`config.mk`:
```
export PLATFORM = sky130hd
export DESIGN_NAME = spgd_dither_sequencer
export DESIGN_NICKNAME = d
export VERILOG_FILES = /design/src/rtl/spgd_dither_sequencer.sv
export SDC_FILE = /design/constraint.sdc
export NUM_CORES = 1
export LEC_CHECK = 0
export ABC_AREA = 1
export CAP_MARGIN = 10
export CORE_MARGIN = 10
export CORE_UTILIZATION = 40
export DETAILED_ROUTE_END_ITERATION = 8
export PLACE_DENSITY = 0.59
export SYNTH_ARGS = -nofsm -noshare
export SYNTH_HDL_FRONTEND = slang
export SYNTH_SLANG_ARGS = --single-unit
```
`constraint.sdc`:
```
create_clock -name ADC_CLK -period 14.06 [get_ports ADC_CLK]
set_clock_uncertainty 0.15 [all_clocks]
set_input_delay 2.812 -clock ADC_CLK [delete_from_list [all_inputs] [get_ports ADC_CLK]]
set_output_delay 2.812 -clock ADC_CLK [all_outputs]
set_load 0.005 [all_outputs]
```
`src/rtl/spgd_dither_sequencer.sv`:
```
// SPGD dither/measure/update sequencer; one iteration = 2*(SETTLE_CYC+1)+2*2^n+1 cycles, no backpressure (one ADC sample per cycle).
// Define SPGD_SEQ_LFSR_EN to draw the dither sign from a 16-bit LFSR instead of strict +/- alternation.
module spgd_dither_sequencer #(
    parameter int ADC_WIDTH    = 12,
    parameter int DAC_WIDTH    = 14,
    parameter int MAX_AVG_LOG2 = 10
) (
    input  logic                 ADC_CLK,
    input  logic                 RST,
    input  logic                 RUN,
    input  logic [ADC_WIDTH-1:0] ADC_DATA_IN,
    input  logic [15:0]          SETTLE_CYC,
    input  logic [3:0]           AVG_LOG2_IN,
    input  logic [DAC_WIDTH-1:0] DELTA,
    input  logic [4:0]           GAIN_SHIFT,
    output logic [DAC_WIDTH-1:0] DAC_CODE_OUT,
    output logic [ADC_WIDTH-1:0] J_OUT,
    output logic                 ITER_DONE,
    output logic                 BUSY,
    output logic [15:0]          ITER_CNT
);
    localparam int ACC_W = ADC_WIDTH + MAX_AVG_LOG2;
    localparam int DIF_W = ACC_W + 1;
    localparam int INT_W = DAC_WIDTH + 10;
    localparam logic [DAC_WIDTH-1:0] DAC_MID = {1'b1, {(DAC_WIDTH-1){1'b0}}};

    typedef enum logic [2:0] {
        S_IDLE,
        S_SETTLE_P,
        S_ACC_P,
        S_SETTLE_M,
        S_ACC_M,
        S_UPDATE
    } state_t;

    state_t                  r_state;
    state_t                  w_state_nxt;
    logic [1:0]              r_rst_sync;
    logic                    w_rst_n;
    logic [15:0]             r_settle;
    logic [3:0]              r_n;
    logic [DAC_WIDTH-1:0]    r_delta;
    logic [4:0]              r_gshift;
    logic                    r_neg;
    logic [15:0]             r_cnt;
    logic [ACC_W-1:0]        r_acc_p;
    logic [ACC_W-1:0]        r_acc_m;
    logic [DAC_WIDTH-1:0]    r_base;
    logic [DAC_WIDTH-1:0]    r_dac;
    logic [ADC_WIDTH-1:0]    r_j;
    logic                    r_done;
    logic                    r_busy;
    logic [15:0]             r_iter_cnt;

    logic                    w_start;
    logic                    w_start_neg;
    logic                    w_cnt_zero;
    logic [3:0]              w_n_in;
    logic [15:0]             w_win_last;
    logic signed [DIF_W-1:0] w_diff;
    logic [5:0]              w_shamt;
    logic signed [DIF_W-1:0] w_step;
    logic signed [INT_W-1:0] w_step_ext;
    logic signed [INT_W-1:0] w_base_ext;
    logic signed [INT_W-1:0] w_base_sum;
    logic [DAC_WIDTH-1:0]    w_base_new;
    logic [DIF_W-1:0]        w_jsum;
    logic [DAC_WIDTH-1:0]    w_base_start;

    // Reset asserts immediately, releases two ADC_CLK edges after RST rises.
    always_ff @(posedge ADC_CLK or negedge RST) begin
        if (!RST) begin
            r_rst_sync <= 2'b00;
        end else begin
            r_rst_sync <= {r_rst_sync[0], 1'b1};
        end
    end
    assign w_rst_n = r_rst_sync[1];

    function automatic logic [DAC_WIDTH-1:0] sat(input logic signed [INT_W-1:0] v);
        logic [DAC_WIDTH-1:0] res;
        if (v[INT_W-1]) begin
            res = '0;
        end else if (|v[INT_W-2:DAC_WIDTH]) begin
            res = '1;
        end else begin
            res = v[DAC_WIDTH-1:0];
        end
        return res;
    endfunction

    function automatic logic [DAC_WIDTH-1:0] pert(input logic [DAC_WIDTH-1:0] base,
                                                   input logic [DAC_WIDTH-1:0] dlt,
                                                   input logic                 neg);
        logic signed [INT_W-1:0] b;
        logic signed [INT_W-1:0] d;
        b = signed'(INT_W'(base));
        d = signed'(INT_W'(dlt));
        return sat(neg ? (b - d) : (b + d));
    endfunction

    assign w_n_in     = (AVG_LOG2_IN > 4'(MAX_AVG_LOG2)) ? 4'(MAX_AVG_LOG2) : AVG_LOG2_IN;
    assign w_win_last = 16'((17'd1 << r_n) - 17'd1);
    assign w_cnt_zero = (r_cnt == 16'd0);
    assign w_start    = RUN && ((r_state == S_IDLE) || (r_state == S_UPDATE));

    // Gradient step: positive diff means the +s side scored higher, so move along s.
    assign w_diff     = $signed({1'b0, r_acc_p}) - $signed({1'b0, r_acc_m});
    assign w_shamt    = 6'(r_n) + 6'(r_gshift);
    assign w_step     = w_diff >>> w_shamt;
    assign w_step_ext = $signed({{(INT_W-DIF_W){w_step[DIF_W-1]}}, w_step});
    assign w_base_ext = signed'(INT_W'(r_base));
    assign w_base_sum = r_neg ? (w_base_ext - w_step_ext) : (w_base_ext + w_step_ext);
    assign w_base_new = sat(w_base_sum);
    assign w_jsum     = {1'b0, r_acc_p} + {1'b0, r_acc_m};

    assign w_base_start = (r_state == S_UPDATE) ? w_base_new : r_base;

`ifdef SPGD_SEQ_LFSR_EN
    logic [15:0] r_lfsr;
    logic        w_fb;

    assign w_fb        = r_lfsr[0] ^ r_lfsr[2] ^ r_lfsr[3] ^ r_lfsr[5];
    assign w_start_neg = ~r_lfsr[0];

    always_ff @(posedge ADC_CLK or negedge w_rst_n) begin
        if (!w_rst_n) begin
            r_lfsr <= 16'hACE1;
        end else if (w_start) begin
            r_lfsr <= {w_fb, r_lfsr[15:1]};
        end
    end
`else
    assign w_start_neg = (r_state == S_IDLE) ? 1'b0 : ~r_neg;
`endif

    always_ff @(posedge ADC_CLK or negedge w_rst_n) begin
        if (!w_rst_n) begin
            r_state <= S_IDLE;
        end else begin
            r_state <= w_state_nxt;
        end
    end

    always_comb begin
        w_state_nxt = r_state;
        unique case (r_state)
            S_IDLE:     if (RUN) w_state_nxt = S_SETTLE_P;
            S_SETTLE_P: begin
                if (!RUN)           w_state_nxt = S_IDLE;
                else if (w_cnt_zero) w_state_nxt = S_ACC_P;
            end
            S_ACC_P: begin
                if (!RUN)           w_state_nxt = S_IDLE;
                else if (w_cnt_zero) w_state_nxt = S_SETTLE_M;
            end
            S_SETTLE_M: begin
                if (!RUN)           w_state_nxt = S_IDLE;
                else if (w_cnt_zero) w_state_nxt = S_ACC_M;
            end
            S_ACC_M: begin
                if (!RUN)           w_state_nxt = S_IDLE;
                else if (w_cnt_zero) w_state_nxt = S_UPDATE;
            end
            S_UPDATE:   w_state_nxt = RUN ? S_SETTLE_P : S_IDLE;
            default:    w_state_nxt = S_IDLE;
        endcase
    end

    always_ff @(posedge ADC_CLK or negedge w_rst_n) begin
        if (!w_rst_n) begin
            r_settle   <= '0;
            r_n        <= '0;
            r_delta    <= '0;
            r_gshift   <= '0;
            r_neg      <= 1'b0;
            r_cnt      <= '0;
            r_acc_p    <= '0;
            r_acc_m    <= '0;
            r_base     <= DAC_MID;
            r_dac      <= DAC_MID;
            r_j        <= '0;
            r_done     <= 1'b0;
            r_busy     <= 1'b0;
            r_iter_cnt <= '0;
        end else begin
            r_busy <= (w_state_nxt != S_IDLE);
            r_done <= (w_state_nxt == S_UPDATE);

            unique case (r_state)
                S_SETTLE_P, S_SETTLE_M: begin
                    if (!RUN) begin
                        r_dac <= r_base;
                    end else if (w_cnt_zero) begin
                        r_cnt <= w_win_last;
                    end else begin
                        r_cnt <= r_cnt - 16'd1;
                    end
                end
                S_ACC_P: begin
                    if (!RUN) begin
                        r_dac <= r_base;
                    end else begin
                        r_acc_p <= r_acc_p + ACC_W'(ADC_DATA_IN);
                        if (w_cnt_zero) begin
                            r_cnt <= r_settle;
                            r_dac <= pert(r_base, r_delta, ~r_neg);
                        end else begin
                            r_cnt <= r_cnt - 16'd1;
                        end
                    end
                end
                S_ACC_M: begin
                    if (!RUN) begin
                        r_dac <= r_base;
                    end else begin
                        r_acc_m <= r_acc_m + ACC_W'(ADC_DATA_IN);
                        r_cnt   <= r_cnt - 16'd1;
                    end
                end
                S_UPDATE: begin
                    r_base     <= w_base_new;
                    r_j        <= ADC_WIDTH'(w_jsum >> (6'(r_n) + 6'd1));
                    r_iter_cnt <= r_iter_cnt + 16'd1;
                    if (!RUN) r_dac <= w_base_new;
                end
                default: ;
            endcase

            // Iteration start overrides: latch the iteration config from the live inputs.
            if (w_start) begin
                r_settle <= SETTLE_CYC;
                r_n      <= w_n_in;
                r_delta  <= DELTA;
                r_gshift <= GAIN_SHIFT;
                r_neg    <= w_start_neg;
                r_cnt    <= SETTLE_CYC;
                r_acc_p  <= '0;
                r_acc_m  <= '0;
                r_dac    <= pert(w_base_start, DELTA, w_start_neg);
            end
        end
    end

    assign DAC_CODE_OUT = r_dac;
    assign J_OUT        = r_j;
    assign ITER_DONE    = r_done;
    assign BUSY         = r_busy;
    assign ITER_CNT     = r_iter_cnt;

endmodule

```
After elaboration in Yosys (flattened, before gate mapping):

Cells that the tools add are included.

* bits in registers: 163
* input bits: 54
* output and inout port bits: 44
* logic and storage cells: 109

* add/subtract/negate cells: 15
* $lt $le $gt $ge: 1
* eq/ne operators: 12
* shift operators: 3
* muxes and demuxes: 42
* bitwise operators: 1
* reductions and logical operators: 19

Operators with widths (number)
* 14-bit 2-to-1 mux: 12
* 22-bit 2-to-1 mux: 6
* 16-bit 2-to-1 mux: 6
* 24-bit 2-to-1 mux: 3
* 16-bit case mux with 3 select lines: 1
* 22-bit by 12-bit adder with 22-bit output: 2
* 14-bit case mux with 3 select lines: 1
* 16-bit by 1-bit subtractor with 16-bit output, second input constant: 2
* 14-bit by 14-bit adder with 15-bit output: 2
* 14-bit by 14-bit subtractor with 15-bit output: 2
* 3-bit 2-to-1 mux: 9
* 9-bit OR reduction: 3
* 15-bit by 23-bit adder with 24-bit output: 1
* 15-bit by 23-bit subtractor with 24-bit output: 1
* 22-bit by 22-bit adder with 23-bit output: 1
* 23-bit by 5-bit >> shifter with 12-bit output: 1
* 23-bit by 6-bit >>> shifter with 23-bit output: 1
* 22-bit by 22-bit subtractor with 23-bit output: 1
* 3-bit case mux with 6 select lines: 1
* 16-bit by 1-bit adder with 16-bit output, second input constant: 1
* 16-bit zero test: 1
* 1-bit by 4-bit left shift with 16-bit output, first input constant: 1
* 3-bit != test, second input constant: 4
* 3-bit equality test, second input constant: 3
* 20 further kinds: 27

Longest topological paths before layout:

* depth after elaboration: 14
* mapped depth: 75
* mapped depth without buffers: 74

Worst setup path before layout:

Ideal clock, no wire load.

* path kind: register -> register
* start point: register r_acc_p[0]
* end point: register r_dac[12] (netlist: DAC_CODE_OUT[12])
* setup time: 126 ps
* arrival time: 8394 ps
* required time: 13784 ps
* setup slack: 5390 ps
* stages on the path, launching flop included: 71
* buffers on the path: 1
* clock period less this slack: 8670 ps
* cell sequence: dfrtp_1 > inv_1 > ha_1 > fa_1 > inv_1 > nand3_1 > nand3_1 > nand2_1 > nand2_1 > nand3_1 > nand2_1 > nand2_1 > nand3_1 > nand3_1 > nand3_1 > nand3_1 > nand2_1 > nand2_1 > [... 35 more ...] > o21ai_0 > nand2_1 > a221o_1 > nand2_1 > inv_1 > nor2_1 > o21bai_1 > nand3_1 > nand2_1 > nand2_1 > a21oi_1 > nor3_1 > inv_1 > nand2_1 > inv_1 > buf_2 > a21oi_1 > a21oi_1

* word-level cells in the longest chain between the ends: 14
* elaborated cells between the ends (all ways): 18
* classes of those cells: 5 x add/sub; 1 x shift; 10 x mux; 2 x reduce/logical

Ends and longest elaborated chain
* from (decl): RTL line 46 `logic [ACC_W-1:0] r_acc_p;`
* from (signal assigned): RTL line 204 `r_acc_p <= r_acc_p + ACC_W'(ADC_DATA_IN);`
* 22-bit by 22-bit subtractor with 23-bit output (*): RTL line 108 `assign w_diff = $signed({1'b0, r_acc_p}) - $signed({1'b0, r_acc_m});`
* 23-bit by 6-bit >>> shifter with 23-bit output (*): RTL line 110 `assign w_step = w_diff >>> w_shamt;`
* 15-bit by 23-bit adder with 24-bit output / 15-bit by 23-bit subtractor with 24-bit output (equally long branches): RTL line 113 `assign w_base_sum = r_neg ? (w_base_ext - w_step_ext) : (w_base_ext + w_step_ext);`
* 24-bit 2-to-1 mux (*): RTL line 113
* 9-bit OR reduction: RTL line 84 `end else if (|v[INT_W-2:DAC_WIDTH]) begin`
* 14-bit 2-to-1 mux: RTL line 84
* 14-bit 2-to-1 mux (*): RTL line 82 `if (v[INT_W-1]) begin`
* 14-bit 2-to-1 mux (*)
* net w_base_start[1]: RTL line 68 `logic [DAC_WIDTH-1:0] w_base_start;`
* 14-bit by 14-bit adder with 15-bit output / 14-bit by 14-bit subtractor with 15-bit output (equally long branches): RTL line 99 `return sat(neg ? (b - d) : (b + d));`
* 24-bit 2-to-1 mux (*): RTL line 99
* 9-bit OR reduction: RTL line 84
* 14-bit 2-to-1 mux: RTL line 84
* 14-bit 2-to-1 mux (*): RTL line 82
* 14-bit 2-to-1 mux (*): RTL line 231 `if (w_start) begin`
* to (signal assigned): RTL line 215 `r_dac <= r_base;`
* to (signal assigned): RTL line 225 `if (!RUN) r_dac <= w_base_new;`
* to (signal assigned): RTL line 240 `r_dac <= pert(w_base_start, DELTA, w_start_neg);`
* to (decl): RTL line 49 `logic [DAC_WIDTH-1:0] r_dac;`

The timed path passes the listed nets; every way through them passes the cells marked *. The select of a mux whose other input is x is not followed.
A chain may end at the register's enable or synchronous reset.

Worst setup path after layout:

* start point: register r_n[1]
* end point: register r_dac[10] (netlist: DAC_CODE_OUT[10])

* word-level cells in the longest chain between the ends: 14
* elaborated cells between the ends (all ways): 18
* classes of those cells: 5 x add/sub; 1 x shift; 10 x mux; 2 x reduce/logical

Ends and longest elaborated chain
* from (decl): RTL line 41 `logic [3:0] r_n;`
* from (signal assigned): RTL line 233 `r_n <= w_n_in;`
* 4-bit by 5-bit adder with 6-bit output (*): RTL line 109 `assign w_shamt = 6'(r_n) + 6'(r_gshift);`
* 23-bit by 6-bit >>> shifter with 23-bit output (*): RTL line 110
* 15-bit by 23-bit adder with 24-bit output / 15-bit by 23-bit subtractor with 24-bit output (equally long branches): RTL line 113
* 24-bit 2-to-1 mux (*): RTL line 113
* 9-bit OR reduction: RTL line 84
* 14-bit 2-to-1 mux: RTL line 84
* 14-bit 2-to-1 mux (*): RTL line 82
* 14-bit 2-to-1 mux (*)
* net w_base_start[1]: RTL line 68
* 14-bit by 14-bit adder with 15-bit output / 14-bit by 14-bit subtractor with 15-bit output (equally long branches): RTL line 99
* 24-bit 2-to-1 mux (*): RTL line 99
* 9-bit OR reduction: RTL line 84
* 14-bit 2-to-1 mux: RTL line 84
* 14-bit 2-to-1 mux (*): RTL line 82
* 14-bit 2-to-1 mux (*): RTL line 231

Marked as above.

==> flow_summary.yaml <==
floorplanning:
  fp.dieW_um: 227
  start_util: 0.407
  core.rowCount: 75
  io_pins: 98
  die_h_um: 227
  core_area_um2: 42200
  dieArea_um2: 51700
critical_path:
  crit_family: "compound AO/OA/AOI/OAI gates"
  worstPathRequired_ps: 14230
  slowest_delay_ps: 820
  critPathLaunchType: "register"
  cpMostUsedCell: "nand2_1"
  crit_start: "r_n[1]"
  rr_startpoint: "r_n[1]"
  crit_path_max_fanout: 24
  crit_type: "register to register"
  crit_buf_inv: 10
  worst_path_max_delay_cell: "dfrtp_1"
  crit_arrival_ps: 11210
  cp-end-kind: "register"
synth:
  synth_enable_flop_cells: 0
  yosysSeqAreaShare: 0.237
  synth-seq-cells: 163
  ys_async_sr_fraction: 1.00
  synthesis.nets: 2837
  synthFlopType: "dfrtp_1"
  syn-cell-area_um2: 17200
  ys_warn_count: 0
  avgSynthCellArea_um2: 6.56
  ys_types: 69
  netlist_instances: 2621
global_routing:
  grt_start_max_net_pins: 65
  grt_pass1_vias: 16982
  grt_pass1_wl_mm: 89.6
  grt-ovfl-total: 0
  grtUsageTotal: 0.217
  antenna_found_initial: 0
min_path:
  hold_path_class: "register to register"
  min-delay-start: "r_rst_sync[0]"
placed_design:
  dp_hpwl_mm: 44.7
  pre_cts_slack_ps: 3180
  place.gp.congestion: 0.969
  placed_area_um2: 18700
  place.port_buffers: 97
finish:
  n_fill_cell: 4465
  layout_common_cells: "674 x nand2_1, 340 x inv_1, 228 x nand3_1"
  final_area_um2: 19300
  antenna_cells: 0
  fin_nets: 2898
  drive_gt1_frac: 0.0560
  syn_to_final_growth_pct: 12.4
  final_common_cell: "nand2_1"
outcome:
  status: "finished clean"
timing:
  worst_pin_slew_ps: 1050
  setup_viol: 0
  hold-worst-slack_ps: 212
  slew_headroom: 0.299
  fin_crit_ps: 11050
  period_share: 0.786
  finalSetupTns_ps: 0
  finalMaxSlewViolations: 0
  rsz0062_at_grt: "false"
  hold_viol: 0
  layout_setup_ws_ps: 3010
  fmax_ghz: 0.0905
clocking:
  cts_tree: "built"
  cts_resized: 0
  cts_buffers: 17
  hold_buffers: 0
  cts.sinks: 163
  clk_path_buf_depth: 2
  cts.htree.levels: 4
  path_clk_slew_ps: 70
  root_buffer: "clkbuf_16"
  post_cts_buffers: 0
  worstSkewPairLatency_ps: 490
drt:
  wl_per_cell_um: 17.2
  num_vias: 17287
  vias_per_cell: 5.35
  ant_nets: 0
  dr.pass1.iters: 7
  drtIter0Drc: 1150
  drc: 0
  wirelength_mm: 55.5
power_and_ir_drop:
  power_density_nw_per_um2: 146
  ir_drop_uv: 126
  combinationalPowerShare: 0.614
  p_leak_nw: 9.92
  p_int_mw: 1.41
  sw_frac_of_total: 0.498
  netSwitchingPower_mw: 1.40
  clock_power_share: 0.191
  pwr-share-seq: 0.194
run:
  max-cap-violations: 0
kinds of logic after synthesis:
logic type      after synthesis  share of synthesized area
simple gates               1237                      0.310
compound gates              510                      0.173
buf+inv                     433                     0.0974
flops                       163                      0.237
fa+ha+maj                   162                      0.122
xor+xnor                    105                     0.0539
mux                          10                    0.00582
other cells                   1                   0.000218
state kept, by name (all words and copies together), names as in the netlist, 4 cells and up:
signal        cells
r_cnt            16
J_OUT            12
r_delta          14
ITER_CNT         16
r_settle         16
r_acc_m          22
r_acc_p          22
r_base           14
r_n               4
DAC_CODE_OUT     14
r_gshift          5
final timing paths:
check                      slack, ps  cells after the start                to
max                             3010                     61  DAC_CODE_OUT[10]
min                              210                      0     r_rst_sync[1]
max reg2reg                     3010                     61  DAC_CODE_OUT[10]
min reg2reg                      210                      0     r_rst_sync[1]
max in group asynchronous      11290                      1     r_rst_sync[1]
min in group asynchronous        310                      0   DAC_CODE_OUT[1]
synthesized netlist by cell type, drive strengths merged (2+ instances only):
cell | n | area share
nand2 | 702 | 0.16
inv | 356 | 0.078
nand3 | 238 | 0.073
nor2 | 229 | 0.054
o21ai | 187 | 0.056
a21oi | 174 | 0.052
dfrtp | 161 | 0.23
ha | 152 | 0.11
xor2 | 81 | 0.042
clkbuf | 48 | 0.010
a31oi | 32 | 0.012
buf | 24 | 0.0076
xnor2 | 24 | 0.012
nor3 | 23 | 0.0073
nand4 | 21 | 0.0080
o21bai | 21 | 0.0092
o31ai | 18 | 0.0079
o22ai | 13 | 0.0047
o211ai | 12 | 0.0052
o221ai | 11 | 0.0056
fa | 10 | 0.012
mux2i | 10 | 0.0058
nand3b | 10 | 0.0044
a211oi | 7 | 0.0033
a221oi | 6 | 0.0031
o21a | 6 | 0.0026
clkinv | 5 | 0.0014
or2 | 5 | 0.0018
a221o | 4 | 0.0023
a22o | 4 | 0.0020
and2 | 4 | 0.0015
o32ai | 3 | 0.0015
a21o | 2 | 0.00087
dfstp | 2 | 0.0031
nor3b | 2 | 0.00087
o311ai | 2 | 0.0010
routing by layer:
layer  vias to the layer above  track usage  share of wire
li1                       8741            -              -
met1                      8077        0.284           0.47
met2                       386        0.355           0.46
met3                        83       0.0275          0.038
met4                         0       0.0937          0.033
met5                         -            0              0
stage by stage:
step,util,power [mW],std cells
after floorplan,-,1.87,2621
after global placement,0.443,2.26,3202
after detailed placement,0.443,2.27,3202
after CTS,0.458,2.82,3234
after global routing,0.458,3.08,3234
final,0.458,2.82,3234
power by group through the flow:
| stage | sequential (mW) | clock [mW] | combinational, mW |
|---|---|---|---|
| floorplan | 0.545 | 0 | 1.32 |
| global placement | 0.556 | 0 | 1.70 |
| detailed placement | 0.557 | 0 | 1.71 |
| CTS | 0.548 | 0.553 | 1.72 |
| global route | 0.554 | 0.565 | 1.96 |
| finish | 0.547 | 0.538 | 1.73 |
final cells by class:
type,count,area [um2],share of cell area
inverter,361,1370,0.0706
sequential,163,4090,0.211
timing repair buffer,114,1100,0.0568
tap,539,674,0.0349
clock buffer,20,457,0.0236
multi-input combinational,2025,11500,0.593
clock inverter,12,191,0.00990
Note: power is estimated with default switching activity, not from simulation.
